<file path="src/rtl/collatz_range.sv">
// -----------------------------------------------------------------------------
// collatz_range
//   Collatz engine. On an accepted `go` it runs the Collatz iteration for
//   RAM_WORDS consecutive starting values (start, start+1, ... modulo 2^32).
//   Each sequence length goes into an internal RAM. `done` is raised once every
//   entry has been written. A separate read port returns RAM[n] one cycle
//   after `n` is applied. It works in any state.
//
//   Sequence length counts every value in the sequence, including the start
//   value and the final 1. Lengths saturate at 16'hFFFF. A start value of 0
//   never reaches 1, so it stores 16'hFFFF.
//
// Ports
//   clk    in   system clock, rising edge
//   reset  in   synchronous, active-high reset
//   go     in   run request, level-sampled only in IDLE or DONE
//   start  in   first starting value, latched when go is accepted
//   done   out  high once all RAM_WORDS results are written
//   n      in   read address into the result RAM
//   count  out  registered read data RAM[n], 1-cycle latency
// -----------------------------------------------------------------------------
module collatz_range #(
   parameter int RAM_WORDS     = 256,
   parameter int RAM_ADDR_BITS = 8
) (
   input  logic                     clk,
   input  logic                     reset,
   input  logic                     go,
   input  logic [31:0]              start,
   output logic                     done,
   input  logic [RAM_ADDR_BITS-1:0] n,
   output logic [15:0]              count
);

   localparam logic [RAM_ADDR_BITS-1:0] LAST_IDX = RAM_ADDR_BITS'(RAM_WORDS - 1);
   localparam logic [15:0]              C_SAT    = 16'hFFFF;

   typedef enum logic [2:0] {
      S_IDLE,
      S_LOAD,
      S_ITER,
      S_WRITE,
      S_DONE
   } state_t;

   state_t                   r_state;
   state_t                   w_next_state;
   logic [31:0]              r_base;
   logic [31:0]              r_v;
   logic [15:0]              r_c;
   logic [RAM_ADDR_BITS-1:0] r_i;
   logic [15:0]              r_mem [RAM_WORDS];

   logic                     w_iter_end;
   logic [31:0]              w_v_step;
   logic                     w_we;

   // The entry terminates on reaching 1 or on a saturated length.
   assign w_iter_end = (r_v == 32'd1) || (r_c == C_SAT);
   // 3v+1 is written as (v<<1)+v+1 and wraps modulo 2^32 by construction.
   assign w_v_step   = r_v[0] ? ((r_v << 1) + r_v + 32'd1) : (r_v >> 1);
   // Reset outranks a pending write, so an aborted WRITE cycle stores nothing.
   assign w_we       = (r_state == S_WRITE) && !reset;

   // NOTE: every output of this block is given a default first. That makes
   // each path through the case assign every signal, so no latches are inferred.
   always_comb begin
      w_next_state = r_state;
      done         = 1'b0;
      unique case (r_state)
         S_IDLE:  if (go) w_next_state = S_LOAD;
         S_LOAD:  w_next_state = S_ITER;
         S_ITER:  if (w_iter_end) w_next_state = S_WRITE;
         S_WRITE: w_next_state = (r_i == LAST_IDX) ? S_DONE : S_LOAD;
         S_DONE: begin
            done = 1'b1;
            if (go) w_next_state = S_LOAD;
         end
         default: w_next_state = S_IDLE;
      endcase
   end

   // NOTE: state registers use non-blocking assignments. Every register then
   // updates from the values that existed before the edge, whatever order the
   // statements are in.
   always_ff @(posedge clk) begin
      if (reset) begin
         r_state <= S_IDLE;
         r_i     <= '0;
         r_base  <= '0;
         r_v     <= '0;
         r_c     <= '0;
      end else begin
         r_state <= w_next_state;
         unique case (r_state)
            S_IDLE, S_DONE: begin
               if (go) begin
                  r_base <= start;
                  r_i    <= '0;
               end
            end
            S_LOAD: begin
               r_v <= r_base + 32'(r_i);
               r_c <= 16'd1;
            end
            S_ITER: begin
               if (!w_iter_end) begin
                  r_v <= w_v_step;
                  r_c <= r_c + 16'd1;
               end
            end
            S_WRITE: begin
               if (r_i != LAST_IDX) r_i <= r_i + 1'b1;
            end
            default: ;
         endcase
      end
   end

   // NOTE: the result RAM has no reset. Clearing it would stop block-RAM
   // inference, and entries are meant to survive a reset anyway.
   always_ff @(posedge clk) begin
      if (w_we) r_mem[r_i] <= r_c;
   end

   // Registered read. A write to the same address in the same cycle is not
   // visible here until the following cycle, so the old data is returned.
   always_ff @(posedge clk) begin
      if (reset) count <= '0;
      else       count <= r_mem[n];
   end

endmodule
</file>
<file path="config.mk">
export PLATFORM = sky130hd
export DESIGN_NAME = collatz_range
export DESIGN_NICKNAME = d
export VERILOG_FILES = /design/src/rtl/collatz_range.sv
export SDC_FILE = /design/constraint.sdc
export NUM_CORES = 2
export LEC_CHECK = 0
export CAP_MARGIN = 0
export CORE_MARGIN = 3
export CORE_UTILIZATION = 30
export CTS_CLUSTER_DIAMETER = 120
export CTS_CLUSTER_SIZE = 30
export DETAILED_ROUTE_END_ITERATION = 10
export PLACE_DENSITY = 0.43
export RECOVER_POWER = 100
export SKIP_CTS_REPAIR_TIMING = 1
export SLEW_MARGIN = 5
export SYNTH_ARGS = -nofsm -noshare
export SYNTH_HDL_FRONTEND = slang
export SYNTH_SLANG_ARGS = --single-unit
</file>
<file path="constraint.sdc">
create_clock -name clk -period 8 [get_ports clk]
set_input_delay 1.6 -clock clk [delete_from_list [all_inputs] [get_ports clk]]
set_output_delay 1.6 -clock clk [all_outputs]
set_load 0.05 [all_outputs]
</file>
==> tab_implementation.tex <==
\begin{tabular}{lr}
\hline
Metric & Value \\
\hline
\multicolumn{2}{l}{\textbf{Worst setup path}} \\
\quad Worst Path Required & $\sim$8600 ps \\
\quad Kind of launch point of the worst setup path & primary input \\
\quad Element type at the critical path end & flip-flop \\
\quad Reg2reg start & r\_c[2]\$\_SDFFE\_PP0P\_ \\
\quad Cells along the critical path & clkbuf\_1 > nor2\_1 > and2\_0 > nand2\_2 > clkbuf\_1 > nor2\_2 > clkbuf\_1 \\
\quad Critical path class & in2reg \\
\quad Worst Path Buf+Inv & 3 \\
\quad Worst Reg-to-Reg Cells & 2 \\
\quad Top cell by count, worst path & clkbuf\_1 \\
\quad Total number of cells along the worst setup path & 7 \\
\quad Worst-path maximum fanout & 16 \\
\quad Cell class contributing the biggest share of worst-path delay & buffers and inverters \\
\quad Setup crit end & r\_mem[247][3]\$\_DFFE\_PP\_ \\
\quad Setup slack of the most critical reg-to-reg path & 1660 ps \\
\quad Critical path data arrival time & 7470 ps \\
\quad Slowest stage cell, crit path & clkbuf\_1 \\
\quad Critical path origin & reset \\
\quad Worst r2r dst & r\_mem[160][2]\$\_DFFE\_PP\_ \\
\quad Max incr delay on CP & 2880 ps \\
\multicolumn{2}{l}{\textbf{Clocking}} \\
\quad Worst-Skew Late Latency & about 960 ps \\
\quad CTS HTree Levels & 4 \\
\quad CTS tree & built \\
\quad CTS clock-pin slew for the worst setup and hold paths & 110 ps \\
\quad Total clock buffers created by CTS & 168 \\
\quad Clock sink count & approximately 4200 \\
\quad Clock root buffer & clkbuf\_16 \\
\quad Clock Path Buffers & 4 \\
\multicolumn{2}{l}{\textbf{Cells and area}} \\
\quad Fraction of layout instances using a drive strength above 1 & 23.2\% \\
\quad Layout Area Growth over Synthesis & 9.55\% \\
\quad Number of fill cells & 51000 \\
\quad Fin nets & 7653 \\
\multicolumn{2}{l}{\textbf{Worst hold path}} \\
\quad Hold Path Class & reg2reg \\
\multicolumn{2}{l}{\textbf{Pwr}} \\
\quad PwrDens & between 200 and 250 nW/um\^{}2 \\
\quad Worst voltage drop across the vdd grid & around 0.17 mV \\
\quad Leak & 59.0 nW \\
\multicolumn{2}{l}{\textbf{Logic synthesis}} \\
\quad Total number of yosys warnings & 0 \\
\quad Share of synthesized flip-flops with an asynchronous set or reset & 0\% \\
\quad Primary flip-flop cell chosen by synthesis mapping & edfxtp\_1 \\
\quad Syn nets & 7421 \\
\quad Count of state elements after synthesis & 4203 \\
\quad Post-Synthesis Cell Area & 164000 um\^{}2 \\
\quad Number of enable-type register cells in the synthesized netlist & between 4000 and 5000 \\
\quad Mean instance size in the synthesized netlist & 22.4 um\^{}2 \\
\quad Netlist cell types & 64 \\
\quad Synthesized instance count & between 7000 and 8000 \\
\quad Share of synthesized area occupied by flip-flops and latches & 76.5\% \\
\multicolumn{2}{l}{\textbf{Placement}} \\
\quad Detail Placement HPWL & 286 mm \\
\quad Worst Setup Slack post-DPL & 1430 ps \\
\quad IO Port Bufs & slightly below 60 \\
\quad Weighted congestion at the end of routability-driven global placement & 0.787 \\
\multicolumn{2}{l}{\textbf{Timing}} \\
\quad Final Cycle Share & between 80 and 90\% \\
\quad Setup violations, final & 0 \\
\quad Worst Skew & 84.9 ps \\
\quad Worst rel slew slack & -198\% \\
\quad Slew of the pin with the lowest slew margin & 4470 ps \\
\quad Final worst path period need & 6920 ps \\
\quad Max Clock Freq & 0.145 GHz \\
\quad Accumulated negative setup slack & 0 ps \\
\quad Fin. max-slew vios & slightly above 5000 \\
\quad RSZ-0062 raised after global routing & false \\
\quad Final Worst Setup Slack & 1080 ps \\
\quad Total count of hold-check failures in the final report & 0 \\
\multicolumn{2}{l}{\textbf{Drt}} \\
\quad Number of violations reported at the end of detailed-routing iteration 0 & 8397 \\
\quad Final routed wire length divided by cell count & 32.1 um \\
\quad \# DRC & 0 \\
\quad Drt first pass iters & 5 \\
\quad Detail-routed via count per cell & 5.15 \\
\quad Number of antenna-violating nets in the routed design & 0 \\
\quad Via total after detailed routing & 76500 \\
\quad Final WL & 477 mm \\
\multicolumn{2}{l}{\textbf{Floorplan}} \\
\quad Core outline area & roughly 540000 um\^{}2 \\
\quad Die Footprint & approximately 550000 um\^{}2 \\
\quad Die boundary height & $\sim$740 um \\
\quad Initial standard-cell utilization of the core & 30.2\% \\
\quad Row count & 270 \\
\quad Width of the chip & about 740 um \\
\quad I/O Pins & 60 \\
\multicolumn{2}{l}{\textbf{Run status}} \\
\quad Status & finished, violations left \\
\quad Violations in the final reports & capacitance limit, slew limit \\
\multicolumn{2}{l}{\textbf{GRT}} \\
\quad Number of global-route vias before repair & slightly below 80000 \\
\quad Gr ovfl total & 0 \\
\quad Initial antenna violation count & 39 \\
\quad GRT Overall Usage & between 15 and 20\% \\
\quad Global-route wire length before repair & $\sim$660 mm \\
\quad Largest net degree at the start of global routing & 193 \\
\multicolumn{2}{l}{\textbf{Flow run}} \\
\quad Total of max-cap violations & 162 \\
\hline
\end{tabular}
==> routing by layer <==
| metal | vias to the layer above | track usage, % | part of all wire (%) |
|---|---|---|---|
| met5 | - | 0 | 0.0025 |
| met4 | 2 | 2.81 | 1.7 |
| met3 | 335 | 1.76 | 4.8 |
| met2 | 2021 | 28.0 | 49 |
| met1 | 43200 | 24.6 | 45 |
| li1 | 31000 | - | - |
==> cells in the final DEF, fill, tap and decap left out, drive strengths merged, types with 20 or more instances in the layout <==
cell           count
a21oi            119
diode             48
clkbuf           449
inv               60
mux4            1280
xor2              25
nand2b            26
or3               30
and3              40
clkdlybuf4s50     36
ha                61
o21ai             52
nor3              31
dfxtp            107
nand4             72
a211oi            20
nand2            308
xnor2             35
nor2b             53
buf              139
nor2             343
nand3             33
edfxtp          4096
==> cells by family (layout without fill, tap and decap cells) <==
family | after synthesis | after routing | share of synthesized area [%]
buffers and inverters | 437 | 719 | 1.18
other | 0 | 48 | 0
DFF | 4203 | 4203 | 76.5
and+or+nand+nor | 985 | 985 | 2.75
adders and majority gates | 63 | 63 | 0.491
xor gates and xnor gates | 60 | 60 | 0.321
muxes | 1289 | 1289 | 17.7
AOI/OAI and AO/OA | 278 | 278 | 1.04
==> sequential cells by signal, summed over array words and instances, names as in the netlist, named ones only <==
signal / cells
r_mem: 4096
r_base: 32
r_v: 31
count: 16
r_c: 16
r_i: 8
r_state: 3
==> where the power goes <==
| part | internal [mW] | total [mW] | switching [mW] |
|---|---|---|---|
| Sequential | 24.1 | 24.2 | 0.138 |
| Clock | 4.06 | 10.9 | 6.83 |
| Combinational | 0.703 | 2.02 | 1.32 |
==> area by class of cell <==
type                       instances  area, um^2  area share [%]
timing repair buffer             449        3030            1.69
multi-input combinational       2675       36900            20.6
clock inverter                    28         382           0.213
inverter                          50         188           0.105
antenna                           48         120          0.0671
clock buffer                     192        4380            2.44
sequential                      4203      125000            69.9
tap                             7208        9020            5.03
==> worst register-to-register path, stage by stage (launching register included) <==
cell      delay (ps)
dfxtp_1         2310
clkbuf_1        2250
clkbuf_2        1310
==> per-stage QoR <==
| step | hold WS [ps] | util (%) | area (um^2) | cells | total power, mW |
|---|---|---|---|---|---|
| floorplan | 441 | - | 164000 | 7315 | 26.0 |
| CTS | 472 | 33.3 | 180000 | 14800 | 37.6 |
| global placement | 463 | 32.4 | 176000 | 14600 | 26.7 |
| finish | 471 | 33.1 | 179000 | 14900 | 37.1 |
| detailed placement | 455 | 32.4 | 176000 | 14600 | 26.7 |
| global route | 497 | 33.1 | 179000 | 14800 | 38.4 |
==> worst min path at each step <==
stage / startpoint / to / slack [ps] / cells past startpoint
after CTS: r_base[7]$_SDFFE_PP0P_ / r_base[7]$_SDFFE_PP0P_ / 470 / 2
after global placement: r_base[0]$_SDFFE_PP0P_ / r_base[0]$_SDFFE_PP0P_ / 460 / 2
after floorplan: r_base[0]$_SDFFE_PP0P_ / r_base[0]$_SDFFE_PP0P_ / 440 / 2
after global routing: r_base[0]$_SDFFE_PP0P_ / r_base[0]$_SDFFE_PP0P_ / 500 / 2
final: r_base[7]$_SDFFE_PP0P_ / r_base[7]$_SDFFE_PP0P_ / 470 / 2
after detailed placement: r_base[7]$_SDFFE_PP0P_ / r_base[7]$_SDFFE_PP0P_ / 460 / 2
==> cell usage after synthesis, types with 41 or more instances <==
library cell / number / area (um^2)
mux4_2: 1280 / 28800
nand4_1: 72 / 450
dfxtp_1: 107 / 2140
clkbuf_1: 235 / 882
o21ai_0: 41 / 205
ha_1: 61 / 763
inv_1: 48 / 180
edfxtp_1: 4096 / 123000
nor2_1: 343 / 1290
nor2b_1: 53 / 332
a21oi_1: 119 / 596
buf_2: 75 / 375
nand2_1: 308 / 1160
(Power assumes the default switching activity.)
